==> config.mk <==
export PLATFORM = sky130hd
export DESIGN_NAME = alu_ctrl_seq_flat
export DESIGN_NICKNAME = d
export VERILOG_FILES = /design/src/rtl/alu_ctrl_seq_if.sv /design/src/rtl/alu_ctrl_seq.sv /design/src/flat_wrapper.sv
export SDC_FILE = /design/constraint.sdc
export NUM_CORES = 1
export LEC_CHECK = 0
export ABC_AREA = 0
export CAP_MARGIN = 10
export CELL_PAD_IN_SITES_DETAIL_PLACEMENT = 0
export CELL_PAD_IN_SITES_GLOBAL_PLACEMENT = 2
export CORE_UTILIZATION = 15
export DETAILED_ROUTE_END_ITERATION = 10
export PLACE_DENSITY_LB_ADDON = 0.1
export SKIP_CTS_REPAIR_TIMING = 1
export SLEW_MARGIN = 20
export SYNTH_ARGS = -nofsm -noshare
export SYNTH_HDL_FRONTEND = slang
export SYNTH_SLANG_ARGS = --single-unit
==> constraint.sdc <==
create_clock -name Clock -period 2.6 [get_ports Clock]
set_input_delay 0.26 -clock Clock [delete_from_list [all_inputs] [get_ports Clock]]
set_output_delay 0.26 -clock Clock [all_outputs]
set_load 0.03 [all_outputs]
==> src/rtl/alu_ctrl_seq_if.sv <==
// alu_ctrl_seq_if: start/IR inputs and datapath control outputs of the hardwired sequencer
interface alu_ctrl_seq_if;
  logic start;
  logic [31:0] IR;
  logic PCout, PCin, IncPC, MARin;
  logic Read, MDRin, MDRout;
  logic IRin, Yin, Zin, Zhighout, Zlowout, HIin, LOin;
  logic Gra, Grb, Grc, Rin, Rout;
  logic [4:0] opcode;
  logic run, fault;
  logic [3:0] state;
  modport master (
    input start, IR,
    output PCout, PCin, IncPC, MARin, Read, MDRin, MDRout,
    output IRin, Yin, Zin, Zhighout, Zlowout, HIin, LOin,
    output Gra, Grb, Grc, Rin, Rout, opcode, run, fault, state
  );
  modport slave (
    output start, IR,
    input PCout, PCin, IncPC, MARin, Read, MDRin, MDRout,
    input IRin, Yin, Zin, Zhighout, Zlowout, HIin, LOin,
    input Gra, Grb, Grc, Rin, Rout, opcode, run, fault, state
  );
endinterface

==> src/rtl/alu_ctrl_seq.sv <==
// alu_ctrl_seq: hardwired T0-T6 control sequencer for fetch and register-format ALU instructions
module alu_ctrl_seq (
  input logic Clock,
  input logic clear,
  alu_ctrl_seq_if.master b
);
  typedef enum logic [3:0] {IDLE, T0, T1, T2, T3, T4, T5, T6, HALT, FAULT} state_t;
  state_t s, ns;
  logic [4:0] op;
  logic bin, md, un, bm;
  assign op = b.IR[31:27];
  assign bin = op >= 5'b00011 && op <= 5'b01011;
  assign md = op == 5'b01111 || op == 5'b10000;
  assign un = op == 5'b10001 || op == 5'b10010;
  assign bm = bin || md;
  always_ff @(posedge Clock) s <= clear ? IDLE : ns;
  always_comb begin
    ns = s;
    case (s)
      IDLE: ns = b.start ? T0 : IDLE;
      T0: ns = T1;
      T1: ns = T2;
      T2: ns = T3;
      T3: ns = (bm || un) ? T4 : op == 5'b11010 ? T0 : op == 5'b11011 ? HALT : FAULT;
      T4: ns = bm ? T5 : T0;
      T5: ns = md ? T6 : T0;
      T6: ns = T0;
      HALT: ns = b.start ? T0 : HALT;
      default: ns = FAULT;
    endcase
  end
  // IR only matters from T3 on; fetch states decode purely from the state
  always_comb begin
    b.PCout = s == T0;
    b.MARin = s == T0;
    b.IncPC = s == T0;
    b.Zin = s == T0 || (s == T4 && bm) || (s == T3 && un);
    b.PCin = s == T1;
    b.Read = s == T1;
    b.MDRin = s == T1;
    b.Zlowout = s == T1 || (s == T5 && bm) || (s == T4 && un);
    b.MDRout = s == T2;
    b.IRin = s == T2;
    b.Yin = s == T3 && bm;
    b.Grb = s == T3 && (bm || un);
    b.Rout = (s == T3 && (bm || un)) || (s == T4 && bm);
    b.Grc = s == T4 && bm;
    b.Gra = (s == T5 && bin) || (s == T4 && un);
    b.Rin = (s == T5 && bin) || (s == T4 && un);
    b.LOin = s == T5 && md;
    b.Zhighout = s == T6 && md;
    b.HIin = s == T6 && md;
    b.opcode = ((s == T4 && bm) || (s == T3 && un)) ? op : 5'b00000;
    b.run = s >= T0 && s <= T6;
    b.fault = s == FAULT;
    b.state = s;
  end
endmodule

==> src/flat_wrapper.sv <==
// flat-port wrapper written by rule: the top's interface ports become plain ports
module alu_ctrl_seq_flat 
  (Clock, clear, b_start, b_IR, b_PCout, b_PCin, b_IncPC, b_MARin, b_Read, b_MDRin, b_MDRout, b_IRin, b_Yin, b_Zin, b_Zhighout, b_Zlowout, b_HIin, b_LOin, b_Gra, b_Grb, b_Grc, b_Rin, b_Rout, b_opcode, b_run, b_fault, b_state);
  alu_ctrl_seq_if b_i ();
  input logic Clock;
  input logic clear;
  input wire logic [$bits(b_i.start)-1:0] b_start;
  input wire logic [$bits(b_i.IR)-1:0] b_IR;
  output wire logic [$bits(b_i.PCout)-1:0] b_PCout;
  output wire logic [$bits(b_i.PCin)-1:0] b_PCin;
  output wire logic [$bits(b_i.IncPC)-1:0] b_IncPC;
  output wire logic [$bits(b_i.MARin)-1:0] b_MARin;
  output wire logic [$bits(b_i.Read)-1:0] b_Read;
  output wire logic [$bits(b_i.MDRin)-1:0] b_MDRin;
  output wire logic [$bits(b_i.MDRout)-1:0] b_MDRout;
  output wire logic [$bits(b_i.IRin)-1:0] b_IRin;
  output wire logic [$bits(b_i.Yin)-1:0] b_Yin;
  output wire logic [$bits(b_i.Zin)-1:0] b_Zin;
  output wire logic [$bits(b_i.Zhighout)-1:0] b_Zhighout;
  output wire logic [$bits(b_i.Zlowout)-1:0] b_Zlowout;
  output wire logic [$bits(b_i.HIin)-1:0] b_HIin;
  output wire logic [$bits(b_i.LOin)-1:0] b_LOin;
  output wire logic [$bits(b_i.Gra)-1:0] b_Gra;
  output wire logic [$bits(b_i.Grb)-1:0] b_Grb;
  output wire logic [$bits(b_i.Grc)-1:0] b_Grc;
  output wire logic [$bits(b_i.Rin)-1:0] b_Rin;
  output wire logic [$bits(b_i.Rout)-1:0] b_Rout;
  output wire logic [$bits(b_i.opcode)-1:0] b_opcode;
  output wire logic [$bits(b_i.run)-1:0] b_run;
  output wire logic [$bits(b_i.fault)-1:0] b_fault;
  output wire logic [$bits(b_i.state)-1:0] b_state;
  assign b_i.start = b_start;
  assign b_i.IR = b_IR;
  assign b_PCout = b_i.PCout;
  assign b_PCin = b_i.PCin;
  assign b_IncPC = b_i.IncPC;
  assign b_MARin = b_i.MARin;
  assign b_Read = b_i.Read;
  assign b_MDRin = b_i.MDRin;
  assign b_MDRout = b_i.MDRout;
  assign b_IRin = b_i.IRin;
  assign b_Yin = b_i.Yin;
  assign b_Zin = b_i.Zin;
  assign b_Zhighout = b_i.Zhighout;
  assign b_Zlowout = b_i.Zlowout;
  assign b_HIin = b_i.HIin;
  assign b_LOin = b_i.LOin;
  assign b_Gra = b_i.Gra;
  assign b_Grb = b_i.Grb;
  assign b_Grc = b_i.Grc;
  assign b_Rin = b_i.Rin;
  assign b_Rout = b_i.Rout;
  assign b_opcode = b_i.opcode;
  assign b_run = b_i.run;
  assign b_fault = b_i.fault;
  assign b_state = b_i.state;
  alu_ctrl_seq u_core (.Clock(Clock), .clear(clear), .b(b_i));
endmodule
# Word-level counts from Yosys, hierarchy flattened
# Index checks and enable logic that the tools add are counted.
[classes]
n_addsub = 0
n_mul = 0
div = 0
order_cmp = 4
n_eq_ne = 15
shifts = 0
muxes = 9
n_bitwise = 0
reduce_logical = 23
[op_table]
columns = ["operator", "count"]
rows = [
  ["4-bit one-hot mux with 9 select lines", 1],
  ["5-bit equality test, second input constant", 5],
  ["4-bit by 3-bit equality test with 1-bit output, second input constant", 4],
  ["4-bit 2-to-1 mux", 3],
  ["1-bit logical AND", 11],
  ["1-bit logical OR", 11],
  ["4-bit by 2-bit equality test with 1-bit output, second input constant", 2],
  ["4-bit equality test, second input constant", 2],
  ["3-bit 2-to-1 mux", 2],
  ["5-bit by 4-bit equality test with 1-bit output, second input constant", 1],
  ["5-bit by 2-bit >= comparator with 1-bit output, second input constant", 1],
  ["5-bit by 4-bit less-or-equal comparator with 1-bit output, second input constant", 1],
  ["5-bit 2-to-1 mux", 1],
  ["4-bit by 1-bit equality test with 1-bit output, second input constant", 1],
  ["4-bit by 1-bit >= comparator with 1-bit output, second input constant", 1],
  ["4-bit by 3-bit less-or-equal comparator with 1-bit output, second input constant", 1],
  ["4-bit zero test", 1],
  ["1-bit 2-to-1 mux", 2],
]
[totals]
register_bits = 4
latch_bits = 0
ram_bits = 0
romBits = 0
in_bits = 35
output_inout_bits = 30
wordCells = 52
memories = 0

# Depth between registers and ports, before layout
[logic_depth]
word_depth = 6
mapped_depth = 6
depth_no_buf = 4

# Least setup slack after synthesis
# OpenSTA, ideal clock, no wires.
[synth_timing]
path_kind = "reg2out"
start = "reg u_core.s[1] (netlist: u_core.b.state[1])"
end = "out b_Zlowout"
t_arrival_ns = 2.110
required_time_ns = 2.340
slack_ns = 0.230
path_stages_with_launch = 6
n_path_buf = 1
cell_sequence = "dfxtp_1 buf_2 nand2b_1 a2111o_1 a21oi_1 or2_1"
[synth_via]
elab_chain_len = 4
word_cells_on_any_way = 7
classes_between = "eq/ne (3); reduce/logical (4)"
[synth_lines]
columns = ["item", "line", "rtl"]
rows = [
  ["start: declaration", "alu_ctrl_seq.sv:8", "state_t s, ns;"],
  ["start signal: assignment", "alu_ctrl_seq.sv:16", "always_ff @(posedge Clock) s <= clear ? IDLE : ns;"],
  ["4-bit by 3-bit equality test with 1-bit output", "alu_ctrl_seq.sv:41", "b.Zlowout = s == T1 || (s == T5 && bm) || (s == T4 && un);"],
  ["1-bit logical AND", "alu_ctrl_seq.sv:41", ""],
  ["1-bit logical OR", "alu_ctrl_seq.sv:41", ""],
  ["1-bit logical OR *", "alu_ctrl_seq.sv:41", ""],
  ["end: declaration", "flat_wrapper.sv:20", "output wire logic [$bits(b_i.Zlowout)-1:0] b_Zlowout;"],
]
# Every way passes the cells marked *; elsewhere a longest branch is shown, timed or not.

# Worst setup path after layout
[layout_timing]
start = "in b_IR[30]"
end = "out b_Grc"
[layout_via]
elab_chain_len = 4
word_cells_on_any_way = 8
classes_between = "order compare (2); eq/ne (2); reduce/logical (4)"
[layout_lines]
columns = ["item", "line", "rtl"]
rows = [
  ["start: declaration", "flat_wrapper.sv:8", "input wire logic [$bits(b_i.IR)-1:0] b_IR;"],
  ["5-bit by 2-bit >= comparator with 1-bit output, or another cell as far along", "alu_ctrl_seq.sv:12", "assign bin = op >= 5'b00011 && op <= 5'b01011;"],
  ["1-bit logical AND / 1-bit logical OR (equally long branches)", "alu_ctrl_seq.sv:12, alu_ctrl_seq.sv:13", ""],
  ["1-bit logical OR *", "alu_ctrl_seq.sv:15", "assign bm = bin || md;"],
  ["1-bit logical AND *", "alu_ctrl_seq.sv:47", "b.Grc = s == T4 && bm;"],
  ["end: declaration", "flat_wrapper.sv:25", "output wire logic [$bits(b_i.Grc)-1:0] b_Grc;"],
]
# Marked as above.

==> results.json <==
{
  "gp_congestion": 0.6583,
  "path_max_fanout": 8,
  "synthArstFlopShare": 0,
  "drive_gt1_frac": 0.2713,
  "ff2ff_path_depth": 4,
  "die_area_sq_um": 4940,
  "clkSlewWorstSetupHoldPaths_ns": 0.03,
  "fillers": 490,
  "comb_power_share": 0.599,
  "avgSynthCellArea_sq_um": 7.362,
  "synth-edff-count": 0,
  "sw_frac_of_total": 0.4344,
  "start_kind": "input pin",
  "worst_pin_slew_ns": 0.5511,
  "worstReg2RegEnd": "u_core.b.state[3]",
  "end_kind": "output pin",
  "synthMuxAreaShare": 0,
  "numPortBuffers": 37,
  "skew_ns": 0.002820,
  "cp-startpoint": "b_IR[30]",
  "reg2reg_setup_slack_ns": 0.85,
  "htree_num_levels": 1,
  "antenna_found_initial": 0,
  "die_w_um": 70.29,
  "hold_class": "flop to flop",
  "yosysWarnings": 0,
  "synth_common_cells": "buf_4 (9), nor3_1 (8), nor2_1 (7)",
  "wirelength_um": 2482,
  "p_seq_frac": 0.161,
  "clock_tree.root_cell": "clkbuf_8",
  "power_density_nw_per_um2": 475.0,
  "vias": 820,
  "regToRegStartpoint": "u_core.b.state[2]",
  "initial_utilization": 0.1584,
  "synthCells": 95,
  "dieHeight_um": 70.29,
  "ys_seq_area_frac": 0.1145,
  "synth_compound_area_frac": 0.2701,
  "worstPathArrival_ns": 2.20,
  "synth_fp_nets": 130,
  "final_util": 0.2528,
  "grt_pass1_vias": 789,
  "fmax_mhz": 406.4,
  "hpwlAfterDp_um": 1971,
  "grt_max_degree": 13,
  "synth_cell_type_count": 38,
  "worstSetupPathType": "input pin to output pin",
  "synth_seq_cells": 4,
  "drt-wirelength-per-cell_um": 13.71,
  "period_minus_slack_ns": 2.461,
  "drt-pass1-iter-count": 4,
  "grt_pass1_wl_um": 3864,
  "finish.instance_area_sq_um": 1116,
  "row_count": 24,
  "synth.area.top_cells": "dfxtp_1 (11%), buf_4 (9.7%), nor3_1 (5.7%)",
  "cts_tree": "built",
  "cp-endpoint": "b_Grc",
  "clkPwrFrac": 0.240,
  "yosys.area.top_type": "dfxtp_1",
  "synth-xor-area-share": 0.01252,
  "synth.most_common_cell": "buf_4",
  "grtUsageTotal": 0.09811,
  "place_area_sq_um": 1072,
  "drc": 0,
  "min_from": "u_core.b.state[3]",
  "peakVddDrop_mv": 0.1879,
  "multi_input_area_sq_um": 491.7,
  "ant_nets": 0,
  "regArea_sq_um": 80.08,
  "holdWs_ns": 0.6384,
  "required_ns": 2.34,
  "cts_buffers": 3,
  "switching_power_uw": 230.3,
  "max_cap_violations": 0,
  "synth.cell_area_sq_um": 699.4,
  "drv_slew": 0,
  "worst_skew_pair.late_latency_ns": 0.21,
  "synth-adder-area-share": 0,
  "status": "finished, final reports clean",
  "nets": 166,
  "clock_path_buffers": 2,
  "synthSimpleGateAreaFrac": 0.4204,
  "coreArea_sq_um": 4414,
  "p_leak_uw": 0.0004440,
  "totalNegativeSetupSlack_ns": 0,
  "p_int_uw": 299.8,
  "area_growth_pct": 59.57,
  "synthFlopType": "dfxtp_1",
  "gr-total-overflow": 0,
  "synthDominantCellAreaShare": 0.1145,
  "vias_per_cell": 4.530,
  "rsz0062_at_grt": "no",
  "num_antenna_cells": 0,
  "cts_sinks": 4,
  "io_pins": 65,
  "largest_reg_flops": 4,
  "final_hold_viol_count": 0,
  "finalSetupViolations": 0,
  "synth_top_family_by_area": "simple AND/OR/NAND/NOR gates",
  "drtIter0Drc": 41,
  "slew-limit-headroom": 0.6326,
  "fin_crit_sh": 0.9465
}
## power groups by stage
stage | registers [uW] | logic [uW] | clock network, uW
5_1_grt | 86.5 | 339 | 136
4_1_cts | 85.3 | 320 | 131
3_5_place_dp | 85.9 | 318 | 0
6_report | 85.4 | 318 | 127
2_1_floorplan | 90.1 | 203 | 0
3_3_place_gp | 86.2 | 320 | 0
## through the flow
step / setup WS [ns] / power [uW] / cells
CTS: 0.04529 / 536.3 / 181
detailed placement: 0.06472 / 403.9 / 178
finish: 0.1391 / 530.1 / 181
global placement: 0.03948 / 406.6 / 178
floorplan: 0.2297 / 292.9 / 95
global route: 0.01115 / 562.3 / 181
## how the worst min path moves through the flow
stage	slack (ns)	depth (start not counted)	endpoint
6_report	0.64	2	u_core.b.state[3]
5_1_grt	0.70	2	u_core.b.state[3]
4_1_cts	0.65	2	u_core.b.state[3]
3_5_place_dp	0.63	2	u_core.b.state[3]
3_3_place_gp	0.65	2	u_core.b.state[3]
2_1_floorplan	0.33	1	u_core.b.state[0]
## kinds of logic (layout without fill, tap and decap cells)
| kind of cell | Yosys count | count (layout) |
|---|---|---|
| xor gates and xnor gates | 1 | 1 |
| AOI/OAI and AO/OA | 24 | 24 |
| DFF | 4 | 4 |
| buffers and inverters | 21 | 55 |
| and+or+nand+nor | 45 | 45 |
## layout make-up
class                           instances  share of cell area
Tap cell                               52             0.05830
Multi-Input combinational cell         70              0.4406
Timing Repair Buffer                   48              0.3789
Sequential cell                         4             0.07175
Clock buffer                            3             0.03700
Inverter                                4             0.01345
## placed cells by master, fill, tap and decap left out, types with 3 or more instances in the layout
cell type        netlist  routed
clkdlybuf4s50_1        0      23
inv_1                  4       4
a21oi_1                6       6
nor3b_1                5       5
clkbuf_8               0       3
buf_4                  9      24
nand2b_1               6       6
dfxtp_1                4       4
nor3_1                 8       8
nor2_1                 7       7
nand2_1                5       5
## metal layers
metal	vias to the layer above	track usage	routed length [um]
met4	0	0.02000	17
met3	2	0.01876	111
li1	412	-	-
met5	-	0	0
met2	29	0.1513	1078
met1	377	0.1403	1274
## worst max-delay path, cell delays in order
cell	delay [ns]
clkdlybuf4s50_1	0.57
or4b_4	0.62
a21oi_2	0.20
nor2_1	0.11
nor3_1	0.24
buf_4	0.20
No activity file was read; power rests on OpenSTA's default activity.
==> variant, RTL diff (config.mk and constraints unchanged) <==
Add an input register stage for `clear`, without a reset; this delays it by one clock. The other inputs are not delayed to match.
--- a/src/rtl/alu_ctrl_seq.sv
+++ b/src/rtl/alu_ctrl_seq.sv
@@ -5,6 +5,13 @@
   alu_ctrl_seq_if.master b
 );
   typedef enum logic [3:0] {IDLE, T0, T1, T2, T3, T4, T5, T6, HALT, FAULT} state_t;
+
+  logic clear_q;
+
+  always_ff @(posedge Clock) begin
+    clear_q <= clear;
+  end
+
   state_t s, ns;
   logic [4:0] op;
   logic bin, md, un, bm;
@@ -13,7 +20,7 @@
   assign md = op == 5'b01111 || op == 5'b10000;
   assign un = op == 5'b10001 || op == 5'b10010;
   assign bm = bin || md;
-  always_ff @(posedge Clock) s <= clear ? IDLE : ns;
+  always_ff @(posedge Clock) s <= clear_q ? IDLE : ns;
   always_comb begin
     ns = s;
     case (s)
Behaviour: not the same (a bounded check fails within 4 cycles, from zero or initial values).
==> variant against the unedited design <==
Wire length decreased by 9.2%. Die area decreased by 6.8%. Power is 12% lower. Final area shrank 4.6%. Worst hold slack got worse by 0.15 ns. Setup slack got worse by 0.037 ns. Area after synthesis is 7.0% lower. Sequential cell count grew 1. Largest cell class unchanged.
==> variant: results (changes against the unedited design) <==
Parameter                              Value

Synth
  Average cell area after synthesis ... 7.00 µm² (was 7.36 µm²)
  Most area-consuming cells after synthesis ... dfxtp_1, buf_4, nor3b_1, nand2_1, nor2_1 (was dfxtp_1, buf_4, nor3_1, nand2b_1, nor3b_1)
  Synth Net Count ... 128 (was 130)
  Sequential fraction of the synthesis area ... 15.4% (was 11.4%)
  Number of different library cells in the post-synthesis netlist ... 32 (was 38)
  Cell types with the highest counts after synthesis ... nand2_1, nor2_1, buf_4, nor3_1 (was buf_4, nor3_1, nor2_1)

Hold path
  Worst Hold End ... u_core.clear_q (was u_core.b.state[3])
  Worst hold path type ... input port to flip-flop (was flip-flop to flip-flop)
  Startpoint of the most critical hold path ... clear (was u_core.b.state[3])

GRT
  GRT Resource Usage Total ... 10.8% (was 9.81%)
  Wire length of the first global-routing pass ... 3750 µm (was 3860 µm)
  Maximum number of pins on one net before global-route repair ... 19 (was 13)

Status
  Result of the run ... finished clean (unchanged)

STA
  Hold WS ... 0.489 ns (was 0.638 ns)
  Worst-margin pin slew ... 0.633 ns (was 0.551 ns)
  Setup Skew ... 0.00175 ns (was 0.00282 ns)

Setup path
  Minimum setup slack among reg-to-reg paths ... 1.04 ns (was 0.85 ns)
  Number of cells on the worst reg-to-reg path ... 3 (was 4)
  Data arrival at the endpoint of the critical path ... 2.24 ns (was 2.20 ns)
  Biggest cell delay along the critical path ... 0.51 ns (was 0.62 ns)
  Peak fanout along the critical path ... 5 (was 8)
  Slowest cell on crit path ... clkdlybuf4s50_1 (was or4b_4)

Finish
  Fin cells ... 178 (was 181)
  Final Net Count ... 164 (was 166)
  # fillers ... 465 (was 490)
  Fraction of layout instances using a drive strength above 1 ... 30.5% (was 27.1%)
  FF+latch area ... 100 µm² (was 80.1 µm²)

Placed design
  Cell Count Post-Placement ... 174 (was 178)
  Post-DP HPWL ... 1740 µm (was 1970 µm)
  DP Area ... 1000 µm² (was 1070 µm²)
  Global placement routability congestion ... 0.770 (was 0.658)

Detailed routing
  Iteration-0 DRC Markers ... 30 (was 41)
  Per-cell routed wire length ... 12.7 µm (was 13.7 µm)
  Vias per inst ... 4.40 (was 4.53)

Power and ir drop
  Switching share of total power ... 39.0% (was 43.4%)
  Static Leak ... 0.396 nW (was 0.444 nW)
  VDD IR max ... 0.000331 V (was 0.000188 V)
variant: how the worst max path moves through the flow:
stage	start	endpoint	slack [ns]	cells past startpoint
after floorplan	b_IR[28]	b_opcode[0]	0.14	6
after global placement	b_IR[30]	b_opcode[0]	0.06	7
after detailed placement	b_IR[30]	b_opcode[0]	0.03	7
after CTS	b_IR[30]	b_opcode[0]	0.02	7
after global routing	b_IR[31]	b_opcode[4]	0.0006	7
final	b_IR[31]	b_opcode[0]	0.10	7
variant: cells by family after synthesis:
| logic type | count (synthesis) | share of synthesized area (%) |
|---|---|---|
| compound gates | 21 | 23.3 |
| xor+xnor | 1 | 1.35 |
| buf+inv | 15 | 15.8 |
| flops | 5 | 15.4 |
| mux | 2 | 3.85 |
| simple gates | 49 | 40.4 |
variant: metal layers:
| layer | global-route usage, % | vias to the layer above | wire length (µm) |
|---|---|---|---|
| met4 | 0.781 | 0 | 0 |
| met2 | 15.2 | 28 | 949 |
| met5 | 0 | - | 0 |
| li1 | - | 398 | - |
| met1 | 16.5 | 357 | 1170 |
| met3 | 3.00 | 0 | 135 |
variant: cell type report:
| cell class | count | area share [%] |
|---|---|---|
| timing repair buffer | 45 | 36.9 |
| multi-input combinational | 73 | 43.2 |
| tap | 50 | 5.88 |
| inverter | 1 | 0.353 |
| clock buffer | 4 | 4.23 |
| sequential | 5 | 9.40 |
variant: power by group through the flow:
| stage | Sequential [mW] | Clock, mW | Combinational, mW |
|---|---|---|---|
| after detailed placement | 0.103 | 0 | 0.225 |
| after floorplan | 0.101 | 0 | 0.147 |
| after CTS | 0.102 | 0.148 | 0.226 |
| after global placement | 0.104 | 0 | 0.226 |
| final | 0.102 | 0.141 | 0.224 |
| after global routing | 0.104 | 0.155 | 0.244 |
variant: critical path: cells and delay by family:
| kind | cells | cell delay [ns] |
|---|---|---|
| AOI/OAI and AO/OA | 1 | 0.19 |
| muxes | 1 | 0.31 |
| buffers and inverters | 2 | 0.71 |
| and+or+nand+nor | 3 | 0.78 |
